--- config.mk ---
export PLATFORM = sky130hd
export DESIGN_NAME = mem_stage
export DESIGN_NICKNAME = d
export VERILOG_FILES = /design/src/rtl/mem_stage.sv
export SDC_FILE = /design/constraint.sdc
export NUM_CORES = 1
export LEC_CHECK = 0
export CORE_ASPECT_RATIO = 1.2
export CORE_MARGIN = 10
export CORE_UTILIZATION = 25
export DETAILED_ROUTE_END_ITERATION = 8
export SYNTH_ARGS = -nofsm -noshare
export SYNTH_HDL_FRONTEND = slang
export SYNTH_SLANG_ARGS = --single-unit
--- constraint.sdc ---
create_clock -name clk -period 5.71 [get_ports clk]
set_input_delay 1.4275 -clock clk [delete_from_list [all_inputs] [get_ports clk]]
set_output_delay 1.4275 -clock clk [all_outputs]
set_load 0.01 [all_outputs]
--- src/rtl/mem_stage.sv ---
// MEM stage of the 5-stage CPU: word load/store over the shared bus via a
// req/grant/strobe/ready handshake, misalignment detection and the MEM/WB register.
module mem_stage #(
   parameter int WORD_ADDR_W = 30,
   parameter int DATA_W      = 32,
   parameter int REG_ADDR_W  = 5,
   parameter int EXP_W       = 3
) (
   input  logic                   clk,
   input  logic                   reset,
   input  logic                   stall,
   input  logic                   flush,
   output logic                   busy,
   input  logic [WORD_ADDR_W-1:0] ex_pc,
   input  logic                   ex_en,
   input  logic                   ex_br_flag,
   input  logic [1:0]             ex_ctrl_op,
   input  logic [REG_ADDR_W-1:0]  ex_dst_addr,
   input  logic                   ex_gpr_we_,
   input  logic [EXP_W-1:0]       ex_exp_code,
   input  logic [1:0]             ex_mem_op,
   input  logic [DATA_W-1:0]      ex_mem_wr_data,
   input  logic [DATA_W-1:0]      ex_out,
   output logic                   bus_req,
   input  logic                   bus_grnt,
   output logic                   bus_as,
   output logic                   bus_rw,
   output logic [WORD_ADDR_W-1:0] bus_addr,
   output logic [DATA_W-1:0]      bus_wr_data,
   input  logic [DATA_W-1:0]      bus_rd_data,
   input  logic                   bus_rdy,
   output logic [WORD_ADDR_W-1:0] mem_pc,
   output logic                   mem_en,
   output logic                   mem_br_flag,
   output logic [1:0]             mem_ctrl_op,
   output logic [REG_ADDR_W-1:0]  mem_dst_addr,
   output logic                   mem_gpr_we_,
   output logic [EXP_W-1:0]       mem_exp_code,
   output logic [DATA_W-1:0]      mem_out
);

   localparam logic [1:0]       MEM_OP_NOP     = 2'd0;
   localparam logic [1:0]       MEM_OP_LDW     = 2'd1;
   localparam logic [1:0]       MEM_OP_STW     = 2'd2;
   localparam logic [1:0]       CTRL_OP_NOP    = 2'd0;
   localparam logic [EXP_W-1:0] EXP_NO         = '0;
   localparam logic [EXP_W-1:0] EXP_MISS_ALIGN = EXP_W'(4);

   typedef enum logic [1:0] {ST_IDLE, ST_REQ, ST_ACCESS, ST_STALL} state_t;

   state_t                 state_q, state_d;
   logic [DATA_W-1:0]      rd_buf_q, rd_buf_d;
   logic                   mem_valid, misalign, access, from_buf, wb_load;

   logic [WORD_ADDR_W-1:0] mem_pc_q, mem_pc_d;
   logic                   mem_en_q, mem_en_d;
   logic                   mem_br_flag_q, mem_br_flag_d;
   logic [1:0]             mem_ctrl_op_q, mem_ctrl_op_d;
   logic [REG_ADDR_W-1:0]  mem_dst_addr_q, mem_dst_addr_d;
   logic                   mem_gpr_we_q, mem_gpr_we_d;
   logic [EXP_W-1:0]       mem_exp_code_q, mem_exp_code_d;
   logic [DATA_W-1:0]      mem_out_q, mem_out_d;

   always_comb begin : fsm_comb
      mem_valid = ex_en & (ex_mem_op != MEM_OP_NOP);
      misalign  = mem_valid & (ex_out[1:0] != 2'b00);
      access    = mem_valid & (ex_out[1:0] == 2'b00) & (ex_exp_code == EXP_NO) & ~flush;

      state_d  = state_q;
      rd_buf_d = rd_buf_q;
      busy     = 1'b0;
      bus_req  = 1'b0;
      bus_as   = 1'b0;
      from_buf = 1'b0;

      unique case (state_q)
         ST_IDLE: begin
            if (access) begin
               bus_req = 1'b1;
               busy    = 1'b1;
               state_d = ST_REQ;
            end
         end
         ST_REQ: begin
            bus_req = 1'b1;
            busy    = 1'b1;
            if (flush)         state_d = ST_IDLE;
            else if (bus_grnt) state_d = ST_ACCESS;
         end
         ST_ACCESS: begin
            // A started transfer always completes; flush only acts on the MEM/WB load.
            bus_req = 1'b1;
            bus_as  = 1'b1;
            if (bus_rdy) begin
               rd_buf_d = bus_rd_data;
               state_d  = stall ? ST_STALL : ST_IDLE;
            end else begin
               busy = 1'b1;
            end
         end
         ST_STALL: begin
            from_buf = 1'b1;
            if (!stall) state_d = ST_IDLE;
         end
         default: state_d = ST_IDLE;
      endcase

      // Keep the bus quiet while reset is held, even if EX presents a valid access.
      if (reset) begin
         busy    = 1'b0;
         bus_req = 1'b0;
         bus_as  = 1'b0;
      end

      bus_rw      = bus_req & (ex_mem_op == MEM_OP_LDW);
      bus_addr    = bus_req ? ex_out[WORD_ADDR_W+1:2] : '0;
      bus_wr_data = bus_req ? ex_mem_wr_data : '0;
   end

   always_comb begin : wb_comb
      wb_load        = ~stall & ~busy;
      mem_pc_d       = mem_pc_q;
      mem_en_d       = mem_en_q;
      mem_br_flag_d  = mem_br_flag_q;
      mem_ctrl_op_d  = mem_ctrl_op_q;
      mem_dst_addr_d = mem_dst_addr_q;
      mem_gpr_we_d   = mem_gpr_we_q;
      mem_exp_code_d = mem_exp_code_q;
      mem_out_d      = mem_out_q;

      if (wb_load) begin
         if (flush) begin
            mem_pc_d       = '0;
            mem_en_d       = 1'b0;
            mem_br_flag_d  = 1'b0;
            mem_ctrl_op_d  = CTRL_OP_NOP;
            mem_dst_addr_d = '0;
            mem_gpr_we_d   = 1'b1;
            mem_exp_code_d = EXP_NO;
            mem_out_d      = '0;
         end else if (misalign) begin
            mem_pc_d       = ex_pc;
            mem_en_d       = ex_en;
            mem_br_flag_d  = ex_br_flag;
            mem_ctrl_op_d  = CTRL_OP_NOP;
            mem_dst_addr_d = '0;
            mem_gpr_we_d   = 1'b1;
            mem_exp_code_d = EXP_MISS_ALIGN;
            mem_out_d      = '0;
         end else begin
            mem_pc_d       = ex_pc;
            mem_en_d       = ex_en;
            mem_br_flag_d  = ex_br_flag;
            mem_ctrl_op_d  = ex_ctrl_op;
            mem_dst_addr_d = ex_dst_addr;
            mem_gpr_we_d   = ex_gpr_we_;
            mem_exp_code_d = ex_exp_code;
            if (ex_exp_code != EXP_NO)
               mem_out_d = ex_out;
            else if (ex_en && ex_mem_op == MEM_OP_LDW)
               mem_out_d = from_buf ? rd_buf_q : bus_rd_data;
            else if (ex_en && ex_mem_op == MEM_OP_STW)
               mem_out_d = '0;
            else
               mem_out_d = ex_out;
         end
      end
   end

   always_ff @(posedge clk) begin
      if (reset) begin
         state_q        <= ST_IDLE;
         rd_buf_q       <= '0;
         mem_pc_q       <= '0;
         mem_en_q       <= 1'b0;
         mem_br_flag_q  <= 1'b0;
         mem_ctrl_op_q  <= CTRL_OP_NOP;
         mem_dst_addr_q <= '0;
         mem_gpr_we_q   <= 1'b1;
         mem_exp_code_q <= EXP_NO;
         mem_out_q      <= '0;
      end else begin
         state_q        <= state_d;
         rd_buf_q       <= rd_buf_d;
         mem_pc_q       <= mem_pc_d;
         mem_en_q       <= mem_en_d;
         mem_br_flag_q  <= mem_br_flag_d;
         mem_ctrl_op_q  <= mem_ctrl_op_d;
         mem_dst_addr_q <= mem_dst_addr_d;
         mem_gpr_we_q   <= mem_gpr_we_d;
         mem_exp_code_q <= mem_exp_code_d;
         mem_out_q      <= mem_out_d;
      end
   end

   assign mem_pc       = mem_pc_q;
   assign mem_en       = mem_en_q;
   assign mem_br_flag  = mem_br_flag_q;
   assign mem_ctrl_op  = mem_ctrl_op_q;
   assign mem_dst_addr = mem_dst_addr_q;
   assign mem_gpr_we_  = mem_gpr_we_q;
   assign mem_exp_code = mem_exp_code_q;
   assign mem_out      = mem_out_q;

endmodule
# Yosys cells after proc, flatten, opt, wreduce, memory -nomap -nowiden
# Index checks and enable logic that the tools add are counted.
[op_classes] n_eq_ne=9 bitwise=10 n_reduce_logical=11 mux=35
[op_table] cell="$mux W32" count=7
[op_table] cell="$mux W30" count=2
[op_table] cell="$mux W2" count=8
[op_table] cell="$mux W1" count=11
[op_table] cell="$mux W5" count=2
[op_table] cell="$pmux W2 S4" count=1
[op_table] cell="$and A1 B1 Y1" count=7
[op_table] cell="$eq A2 B2 Y1 const B" count=3
[op_table] cell="$mux W3" count=2
[op_table] cell="$ne A2 B2 Y1 const B" count=3
[op_table] cell="$eq A2 B1 Y1 const B" count=2
[op_table] cell="$logic_not A2 Y1" count=2
[op_table] cell="$reduce_and A4 Y1" count=1
[op_table] cell="$reduce_bool A2 Y1" count=2
[op_table] cell="$logic_not A3 Y1" count=1
[op_table] cell="$ne A3 B3 Y1 const B" count=1
[op_table] cell="$not A1 Y1" count=3
[op_table] cell="$pmux W1 S3" count=1
[op_table] cell="$reduce_bool A3 Y1" count=1
[op_table] cell="$logic_and A1 B1 Y1" count=2
[op_table] cell="$pmux W1 S2" count=1
[op_table] cell="$reduce_and A2 Y1" count=1
[op_table] cell="$reduce_or A2 Y1" count=1
[word_totals] reg_bits=109 output_inout_bits=141 elab_cells=75 in_bits=147

# Depth between registers and ports, before layout
# Gate-level depths: netlist of run 1.
[logic_depth] depth_word=10 mapped_depth=9

# Worst setup path after synthesis of run 1
# OpenSTA, ideal clock, no wires.
[synth_timing] path_type="input to output" from="input ex_exp_code[1]" to="output bus_wr_data[22]" required_time_ps=4283 path_stages=5 path_slack_ps=1546 path_buffers=1 arrival_time_ps=2737 path_cell_list="nor3_1 > and4_4 > o21a_1 > clkbuf_1 > and2_1"
[synth_via] elab_chain_len=7
[synth_rtl] element="from (decl)" line_no="20" text="input logic [EXP_W-1:0] ex_exp_code,"
[synth_rtl] element="$logic_not A3 Y1" line_no="67" text="access = mem_valid & (ex_out[1:0] == 2'b00) & (ex_exp_code == EXP_NO) & ~flush;"
[synth_rtl] element="$and A1 B1 Y1 (2 in a row)" line_no="67"
[synth_rtl] element="$mux W1" line_no="78" text="if (access) begin"
[synth_rtl] element="$pmux W1 S2" line_no="76" text="unique case (state_q)"
[synth_rtl] element="$mux W1" line_no="109" text="if (reset) begin"
[synth_rtl] element="net bus_req" line_no="24" text="output logic bus_req,"
[synth_rtl] element="$mux W32" line_no="117" text="bus_wr_data = bus_req ? ex_mem_wr_data : '0;"
[synth_rtl] element="to (decl)" line_no="29" text="output logic [DATA_W-1:0] bus_wr_data,"
# The timed path passes the listed nets, and every way through them passes these cells.

# Worst setup path after layout of run 1
[layout_timing] from="input ex_mem_op[1]" to="output bus_rw"
[layout_via] elab_chain_len=9 elab_cells_between_ends=10 classes_between="1 x eq/ne; 3 x mux; 5 x bitwise; 1 x reduce/logical"
[layout_rtl] element="from (decl)" line_no="21" text="input logic [1:0] ex_mem_op,"
[layout_rtl] element="$reduce_bool A2 Y1" line_no="65" text="mem_valid = ex_en & (ex_mem_op != MEM_OP_NOP);"
[layout_rtl] element="$and A1 B1 Y1" line_no="65"
[layout_rtl] element="$and A1 B1 Y1 (3 in a row)" line_no="67"
[layout_rtl] element="$mux W1" line_no="78"
[layout_rtl] element="$pmux W1 S2" line_no="76"
[layout_rtl] element="$mux W1" line_no="109"
[layout_rtl] element="$and A1 B1 Y1 (*)" line_no="115" text="bus_rw = bus_req & (ex_mem_op == MEM_OP_LDW);"
[layout_rtl] element="to (decl)" line_no="27" text="output logic bus_rw,"
# Mark *: on every way between the ends. The rest lies on a longest branch, timed or not.

==> impl_metrics.py, run 1 <==
metrics = {
    "clocking": {
        "clock_latency_ps": 350,
        "cts_setup_buffers": 0,
        "htreeDepth": 3,
        "path_clk_slew_ps": 70,
        "cts.sinks": 109,
        "cts_tree": "done",
        "root_buffer": "clkbuf_16",
        "ctsResizeCount": 0,
        "numCtsBuffers": 9,
        "clockBufferDepth": 2,
        "postCtsHoldBufs": 0,
    },
    "synth": {
        "synth_cell_types": 34,
        "syn_inst": 616,
        "ys_ff_latch": 109,
        "syn_nets": 768,
        "synthAdderAreaFrac_pct": 1.23,
        "synthesis.area_um2": 5070,
        "synth_compound_area_share_pct": 18.1,
        "synth_edf_count": 0,
        "synth_flop_cell": "dfxtp_1",
        "muxShareOfSynthArea_pct": 6.31,
        "synth_top_family_by_area": "simple AND/OR/NAND/NOR gates",
        "synthSimpleGateAreaFrac_pct": 26.4,
        "ys_warn_count": 0,
        "seq_area_frac_synth_pct": 43.0,
        "synth-xor-area-share_pct": 0.173,
        "avgSynthCellArea_um2": 8.24,
        "async_flop_share_pct": 0,
    },
    "setup_path": {
        "crit_path_start_kind": "input pin",
        "cp.arrival_ps": 3620,
        "slowest_delay_ps": 560,
        "cp_common_cell": "clkdlybuf4s50_1",
        "path_class": "in2out",
        "crit_path_max_fanout": 64,
        "critPathSlowestCell": "clkdlybuf4s50_1",
        "endpoint_kind": "primary output",
        "crit_chain": "clkdlybuf4s50_1 -> o21a_1 -> and4_4 -> o21a_2 -> buf_12 -> and3b_1 -> clkdlybuf4s50_1",
        "cp.required_ps": 4280,
    },
    "sta": {
        "fin_worst_skew_ps": 9.65,
        "period_share_pct": 88.3,
        "drv_slew": 0,
        "worst_pin_slew_ps": 946,
        "finalSetupViolCount": 0,
        "holdWs_ps": 451,
        "relSlewSlack_pct": 36.9,
        "grt_setup_unrepaired": "no",
        "hold_viol": 0,
        "finalSetupTns_ps": 0,
        "timing.fmax_mhz": 198,
        "period_minus_slack_ps": 5040,
    },
    "power": {
        "finalPower_mw": 1.85,
        "switching_share_pct": 24.2,
        "vdd_drop_max_uv": 151,
        "power_density_nw_per_um2": 217,
        "p_sw_mw": 0.448,
        "power_leakage_nw": 3.02,
        "p_clk_share_pct": 39.8,
        "combPwrFrac_pct": 17.6,
        "p_seq_share_pct": 42.7,
        "p_int_mw": 1.40,
    },
    "worst_hold_path": {
        "min_path_type": "reg2reg",
    },
    "detailed_routing": {
        "drcViolationCount": 0,
        "drt-vias-per-instance": 4.49,
        "drtIter0Drc": 166,
        "postRouteAntennaNets": 0,
        "wl_per_cell_um": 17.4,
        "drt-pass1-iter-count": 4,
        "wirelength_mm": 19.9,
        "vias": 5160,
    },
    "cells_and_area": {
        "nNetsFinal": 1028,
        "area_growth_pct": 67.8,
        "drive_gt1_share_pct": 4.20,
        "fill_cells": 2064,
    },
    "floorplanning": {
        "io_pins": 288,
        "dieHeight_um": 176,
        "fp.dieW_um": 150,
        "core_um2": 20100,
        "die_area_um2": 26400,
        "row_count": 57,
        "initial_core_util_pct": 25.2,
    },
    "global_routing": {
        "grt_pass1_vias": 5059,
        "grt_max_degree": 81,
        "grt_pass1_wl_mm": 29.3,
        "grt-ovfl-total": 0,
        "antenna_found_initial": 2,
        "gr-usage-all-layers_pct": 14.1,
    },
    "place": {
        "place.gp.congestion": 0.795,
        "numPortBuffers": 287,
        "dpl.hpwl_mm": 14.8,
    },
    "job": {
        "max-cap-violations": 0,
    },
    "outcome": {
        "status": "finished clean",
    },
}
cells in the mapped netlist (all sizes together), types with 2 or more instances:
cell type	n	area (um^2)
and2	63	394
nor2	4	15.0
o21ai	32	160
dfxtp	109	2180
buf	21	125
a22o	32	280
nand3	11	55.1
nand2	141	529
mux2i	32	320
nor2b	2	12.5
clkbuf	30	113
nor3	2	10.0
nor3b	3	33.8
a211o	3	26.3
ha	5	62.6
nand3b	32	240
o21a	3	22.5
inv	2	7.51
a211oi	2	20.0
a21oi	77	385
registers in the layout, indices dropped and copies added (netlist names):
register      count
mem_gpr_we_       1
mem_pc           30
mem_ctrl_op       2
mem_br_flag       1
mem_out          32
rd_buf_q         32
mem_en            1
state_q           2
mem_dst_addr      5
mem_exp_code      3
power by group through the flow:
stage / combinational (mW) / sequential, mW / clock (mW)
2_1_floorplan: 0.110 / 0.816 / 0
3_3_place_gp: 0.330 / 0.807 / 0
3_5_place_dp: 0.331 / 0.808 / 0
4_1_cts: 0.332 / 0.790 / 0.758
5_1_grt: 0.354 / 0.792 / 0.782
6_report: 0.325 / 0.790 / 0.736
cell families (layout without fill, tap and decap cells):
logic type               after synthesis  after routing
flip-flops                           109            109
adder cells (fa/ha/maj)                5              5
XOR/XNOR                               1              1
AND/OR/NAND/NOR                      264            264
other                                  0              2
AO/OA/AOI/OAI                        152            152
multiplexers                          32             32
buffers and inverters                 53            318
path summary, 6_finish.rpt:
kind	startpoint	end	slack (ps)	cells past startpoint
setup / recovery	ex_mem_op[1]	bus_rw	670	7
hold / removal	mem_pc[6]$_SDFFE_PP0P_	mem_pc[6]$_SDFFE_PP0P_	450	2
setup reg to reg	state_q[1]$_SDFFE_PP0P_	mem_ctrl_op[0]$_SDFFE_PP0P_	2700	8
hold reg to reg	mem_pc[6]$_SDFFE_PP0P_	mem_pc[6]$_SDFFE_PP0P_	450	2
stage by stage:
stage	setup WS [ps]	instances	utilization (%)	area, um^2
2_1_floorplan	1550	616	-	5070
6_report	667	1148	42.3	8510
3_3_place_gp	634	1130	40.6	8160
4_1_cts	626	1146	42.3	8510
3_5_place_dp	628	1130	40.6	8160
5_1_grt	565	1148	42.3	8510
critical path, delay by kind of cell:
kind / cells / cell delay (ps)
simple gates: 2 / 460
compound gates: 2 / 400
buf+inv: 3 / 1310
area by class of cell:
type,count,area (um^2),share of cell area [%]
Antenna cell,2,5.00,0.0588
Clock buffer,9,225,2.65
Sequential cell,109,2180,25.6
Inverter,2,7.51,0.0882
Clock inverter,7,121,1.43
Tap cell,265,332,3.89
Multi-Input combinational cell,454,2660,31.3
Timing Repair Buffer,300,2980,35.0
routing by layer:
layer | global-route usage [%] | vias up | routed length [um]
met5 | 0 | - | 0
met4 | 5.11 | 0 | 347
met3 | 4.89 | 16 | 1950
met2 | 24.5 | 208 | 9640
met1 | 15.5 | 2324 | 7990
li1 | - | 2612 | -
layout by cell type, fill, tap and decap left out, types with 2 or more instances in the layout:
| master | instances |
|---|---|
| a211o_1 | 3 |
| a21oi_1 | 77 |
| a22o_1 | 32 |
| and2_1 | 63 |
| buf_4 | 13 |
| bufinv_16 | 3 |
| clkbuf_16 | 9 |
| clkdlybuf4s50_1 | 286 |
| clkinv_4 | 2 |
| dfxtp_1 | 109 |
| diode_2 | 2 |
| ha_1 | 4 |
| inv_1 | 2 |
| mux2i_1 | 32 |
| nand2_1 | 141 |
| nand3_1 | 11 |
| nand3b_1 | 32 |
| nor2_1 | 3 |
| nor2b_1 | 2 |
| nor3_1 | 2 |
| nor3b_1 | 2 |
| o21a_1 | 2 |
| o21ai_0 | 32 |
(Power assumes the default switching activity.)
==> inputs of run 2 (changes only) <==
--- a/config.mk
+++ b/config.mk
@@ -5,10 +5,11 @@
 export SDC_FILE = /design/constraint.sdc
 export NUM_CORES = 1
 export LEC_CHECK = 0
-export CORE_ASPECT_RATIO = 1.2
+export CORE_ASPECT_RATIO = 1.4
 export CORE_MARGIN = 10
 export CORE_UTILIZATION = 25
 export DETAILED_ROUTE_END_ITERATION = 8
+export REMOVE_ABC_BUFFERS = 1
 export SYNTH_ARGS = -nofsm -noshare
 export SYNTH_HDL_FRONTEND = slang
 export SYNTH_SLANG_ARGS = --single-unit
==> impl_metrics.py, run 2 (same netlist as run 1, synthesis figures left out) <==
metrics = {
    "detailed_routing": {
        "wirelength_mm": 20.7,
        "drt-pass1-iter-count": 4,
        "drt-vias-per-instance": 4.61,
        "postRouteAntennaNets": 0,
        "wl_per_cell_um": 18.2,
        "vias": 5231,
        "drtIter0Drc": 170,
        "drcViolationCount": 0,
    },
    "clocking": {
        "cts_setup_buffers": 0,
        "clockBufferDepth": 2,
        "ctsResizeCount": 0,
        "cts.sinks": 109,
        "clock_latency_ps": 350,
        "path_clk_slew_ps": 80,
        "numCtsBuffers": 9,
        "root_buffer": "clkbuf_16",
        "postCtsHoldBufs": 0,
        "htreeDepth": 3,
        "cts_tree": "done",
    },
    "floorplanning": {
        "row_count": 61,
        "core_um2": 19900,
        "initial_core_util_pct": 25.5,
        "die_area_um2": 26500,
        "fp.dieW_um": 140,
        "io_pins": 288,
        "dieHeight_um": 189,
    },
    "setup_path": {
        "r2r-end": "mem_out[30]$_SDFFE_PP0P_",
        "cp.arrival_ps": 3890,
        "r2r-start": "state_q[0]$_SDFFE_PP0P_",
        "ff2ff_path_depth": 8,
        "crit_path_max_fanout": 48,
        "critPathBufInv": 3,
        "cp_top_family": "buffers and inverters",
        "rrSetupSlack_ps": 2920,
        "cp.required_ps": 4280,
        "path_class": "in2out",
        "cp_common_cell": "clkdlybuf4s50_1",
        "critPathSlowestCell": "clkdlybuf4s50_1",
        "crit_chain": "clkdlybuf4s50_1 -> nor3_1 -> and4_4 -> o21a_2 -> buf_12 -> and3b_1 -> clkdlybuf4s50_1",
        "crit_path_start_kind": "input pin",
        "endpoint_kind": "primary output",
        "slowest_delay_ps": 530,
    },
    "global_routing": {
        "antenna_found_initial": 0,
        "grt-ovfl-total": 0,
        "grt_max_degree": 72,
        "grt_pass1_wl_mm": 31.7,
        "grt_pass1_vias": 5374,
        "gr-usage-all-layers_pct": 15.1,
    },
    "place": {
        "place.gp.congestion": 0.745,
        "dpl.hpwl_mm": 15.5,
        "numPortBuffers": 287,
    },
    "power": {
        "p_seq_share_pct": 42.3,
        "p_int_mw": 1.41,
        "p_clk_share_pct": 40.1,
        "p_sw_mw": 0.461,
        "vdd_drop_max_uv": 144,
        "power_leakage_nw": 3.03,
        "power_density_nw_per_um2": 220,
        "switching_share_pct": 24.6,
        "combPwrFrac_pct": 17.6,
    },
    "sta": {
        "period_minus_slack_ps": 5320,
        "worst_pin_slew_ps": 928,
        "relSlewSlack_pct": 38.0,
        "fin_worst_skew_ps": 9.69,
        "finalSetupTns_ps": 0,
        "period_share_pct": 93.2,
        "drv_slew": 0,
        "hold_viol": 0,
        "finalSetupViolCount": 0,
        "timing.fmax_mhz": 188,
        "grt_setup_unrepaired": "no",
    },
    "worst_hold_path": {
        "min_path_type": "reg2reg",
        "worstHoldStart": "mem_pc[17]$_SDFFE_PP0P_",
        "whs_endpoint": "mem_pc[17]$_SDFFE_PP0P_",
        "holdPathStages": 2,
    },
    "cells_and_area": {
        "fill_cells": 2030,
        "n_antenna_cell": 0,
        "area_growth_pct": 67.7,
        "nNetsFinal": 1029,
        "layout_commonest_cell": "clkdlybuf4s50_1",
        "drive_gt1_share_pct": 4.31,
        "final_cell_mix": "clkdlybuf4s50_1, nand2_1, dfxtp_1",
        "fin_util_pct": 42.7,
    },
    "outcome": {
        "status": "finished clean",
    },
    "job": {
        "max-cap-violations": 0,
    },
}
run 2: through the flow:
step / instance area, um^2 / hold slack, ps / total power [mW] / setup slack [ps] / cells
CTS: 8510 / 453 / 1.90 / 325 / 1134
floorplan: 4840 / 430 / 0.910 / 1030 / 565
global route: 8510 / 464 / 1.96 / 152 / 1134
finish: 8510 / 452 / 1.87 / 391 / 1134
detailed placement: 8160 / 444 / 1.14 / 330 / 1118
global placement: 8160 / 437 / 1.14 / 369 / 1118
run 2: how the worst max path moves through the flow:
stage / to / cells past startpoint / slack [ps] / from
finish: bus_rw / 7 / 390 / ex_exp_code[1]
global route: bus_rw / 7 / 150 / ex_exp_code[1]
CTS: bus_rw / 7 / 330 / ex_exp_code[1]
detailed placement: bus_rw / 7 / 330 / ex_exp_code[1]
global placement: bus_rw / 7 / 370 / ex_en
floorplan: mem_out[0]$_SDFFE_PP0P_ / 6 / 1030 / state_q[1]$_SDFFE_PP0P_
run 2: layer usage:
| metal | vias to the layer above | wire length [um] | track usage [%] |
|---|---|---|---|
| li1 | 2614 | - | - |
| met1 | 2370 | 8180 | 17.1 |
| met2 | 234 | 9480 | 24.5 |
| met3 | 13 | 2760 | 7.88 |
| met4 | 0 | 249 | 3.66 |
| met5 | - | 0 | 0 |
run 2: power groups by stage:
stage | Combinational, mW | Sequential (mW) | Clock [mW]
6_report | 0.329 | 0.790 | 0.750
5_1_grt | 0.361 | 0.793 | 0.807
3_5_place_dp | 0.335 | 0.808 | 0
4_1_cts | 0.337 | 0.791 | 0.775
3_3_place_gp | 0.335 | 0.808 | 0
2_1_floorplan | 0.0933 | 0.816 | 0
run 2: worst min-delay path: cells and delay by family (launching register included):
family,cells,cell delay (ps)
DFF,1,310
and+or+nand+nor,1,50
AOI/OAI and AO/OA,1,50
run 2: final cells by class:
type                            instances  area [um^2]  share of cell area (%)
Clock buffer                            9          225                    2.65
Clock inverter                          7          128                    1.50
Inverter                                2         7.51                  0.0882
Multi-Input combinational cell        454         2670                    31.3
Sequential cell                       109         2180                    25.6
Tap cell                              252          315                    3.70
Timing Repair Buffer                  301         2990                    35.1
==> RTL change, RTL diff (settings of run 1) <==
The parameter `DATA_W` goes from 32 to 36.
--- a/src/rtl/mem_stage.sv
+++ b/src/rtl/mem_stage.sv
@@ -3,5 +3,5 @@
 module mem_stage #(
    parameter int WORD_ADDR_W = 30,
-   parameter int DATA_W      = 32,
+   parameter int DATA_W      = 36,
    parameter int REG_ADDR_W  = 5,
    parameter int EXP_W       = 3
Interface: changed (5 resized); port bits go from 288 to 308. No check against the original RTL was run, so the function may have changed too.
==> RTL change against run 1 <==
- die area grew 5.8%
- register-to-register slack gained 0.29 ns
- area after synthesis is 6.7% higher
- setup slack worse by 0.24 ns
- via count up 8.4%
- core utilization is 2.0 points higher
- non-clock buffer count is 19 higher
- total power increased by 29%
- fmax down 4.5%
- cell area increased by 10%
- routed wire length grew 11%
- sequential cell count grew 8
- first-iteration DRC count is 29% higher
- critical path type unchanged
- largest cell class unchanged
- highest routed layer unchanged
==> RTL change: results (changes against run 1) <==
* Via density at 4.56 (+1.4%)
* Reg2reg start: state_q[0]
* WL met2 at 10.6 mm (+9.7%)
* Commonest cells post-synth: nand2_1 (153), dfxtp_1 (117), a21oi_1 (81)
* First-pass GRT wire length at 34.0 mm (+16%)
* GR Layer Usage met3 at 0.0758 (+0.0269)
* Slack of the worst reg-to-reg path at 2.99 ns (+0.29 ns)
* Nets at 1107 (+7.7%)
* Worst Path Max Fanout at 53 (-17%)
* Total clock buffers created by CTS at 17 (+8)
* PortBufs at 307 (+7.0%)
* Met1 usage at 0.169 (+0.0133)
* Initial antenna violation count at 1 (-1)
* Worst-path clk slew at 0.05 ns (-0.02 ns)
* RR Endpoint: mem_out[15]
* DRT iter0 DRCs at 214 (+29%)
* Adder-Cell Fraction of Synth Area at 0.0116 (-0.000769)
* CP Launch Point: ex_exp_code[2]
* Dpl hpwl at 15.9 mm (+7.0%)
* Sequential area share after synthesis at 0.433 (+0.00275)
* Rel. slew slack at 0.291 (-0.0787)
* CTS H-Tree Depth at 4 (+1)
* Mapped Cells at 657 (+6.7%)
* Syn_nets at 821 (+6.9%)
* Clk_lat worst skew at 0.41 ns (+0.06 ns)
* Largest cells by area after synthesis: dfxtp_1 (43%), nand2_1 (11%), and2_1 (7.7%)
* Vias in the first global route at 5717 (+13%)
* Status: complete, no violations
* Maximum VDD drop at 172 µV (+14%)
* Grt met2 use at 0.256 (+0.0108)
* Final GP Congestion at 0.753 (-5.3%)
* Worst Setup EP: bus_addr[24]
* Arrival time worst endpoint at 3.85 ns (+0.23 ns)
* Total Routing Usage GR at 0.153 (+0.0115)
* Area share of xor/xnor cells in the synthesized design at 0.00162 (-0.000108)
* Compound-Gate Fraction of Synth Area at 0.184 (+0.00257)
* Area of the multi-input gates at 0.00286 mm² (+7.4%)
* Share of layout cells above drive strength 1 at 0.0544 (+0.0124)
* DP Area at 0.00872 mm² (+6.8%)
* WL per Instance at 18.1 µm (+4.2%)
* Worst Hold End: mem_pc[9]
* Lkg Pwr at 0.00336 µW (+11%)
==> RTL change: through the flow <==
step / worst slack, ns / hold WS [ns]
after floorplan: 1.47 / 0.436
after global placement: 0.402 / 0.437
after detailed placement: 0.396 / 0.444
after CTS: 0.388 / 0.451
after global routing: 0.256 / 0.469
final: 0.431 / 0.448
==> RTL change: power by group <==
part | switching (µW) | internal [µW] | leakage (µW) | total, µW
sequential | 11.0 | 838 | 0.000949 | 849
combinational | 143 | 204 | 0.00210 | 347
clock | 397 | 788 | 0.000311 | 1180
==> RTL change: logic make-up after synthesis <==
kind of cell,after synthesis
simple gates,280
compound gates,164
flops,117
buf+inv,54
mux,36
fa+ha+maj,5
xor+xnor,1
==> RTL change: final cells by class <==
class,instances,share of cell area
tap,270,0.0361
multi-input combinational,486,0.305
inverter,2,0.000801
antenna,1,0.000267
timing repair buffer,319,0.339
clock buffer,20,0.0477
sequential,117,0.250
clock inverter,12,0.0215
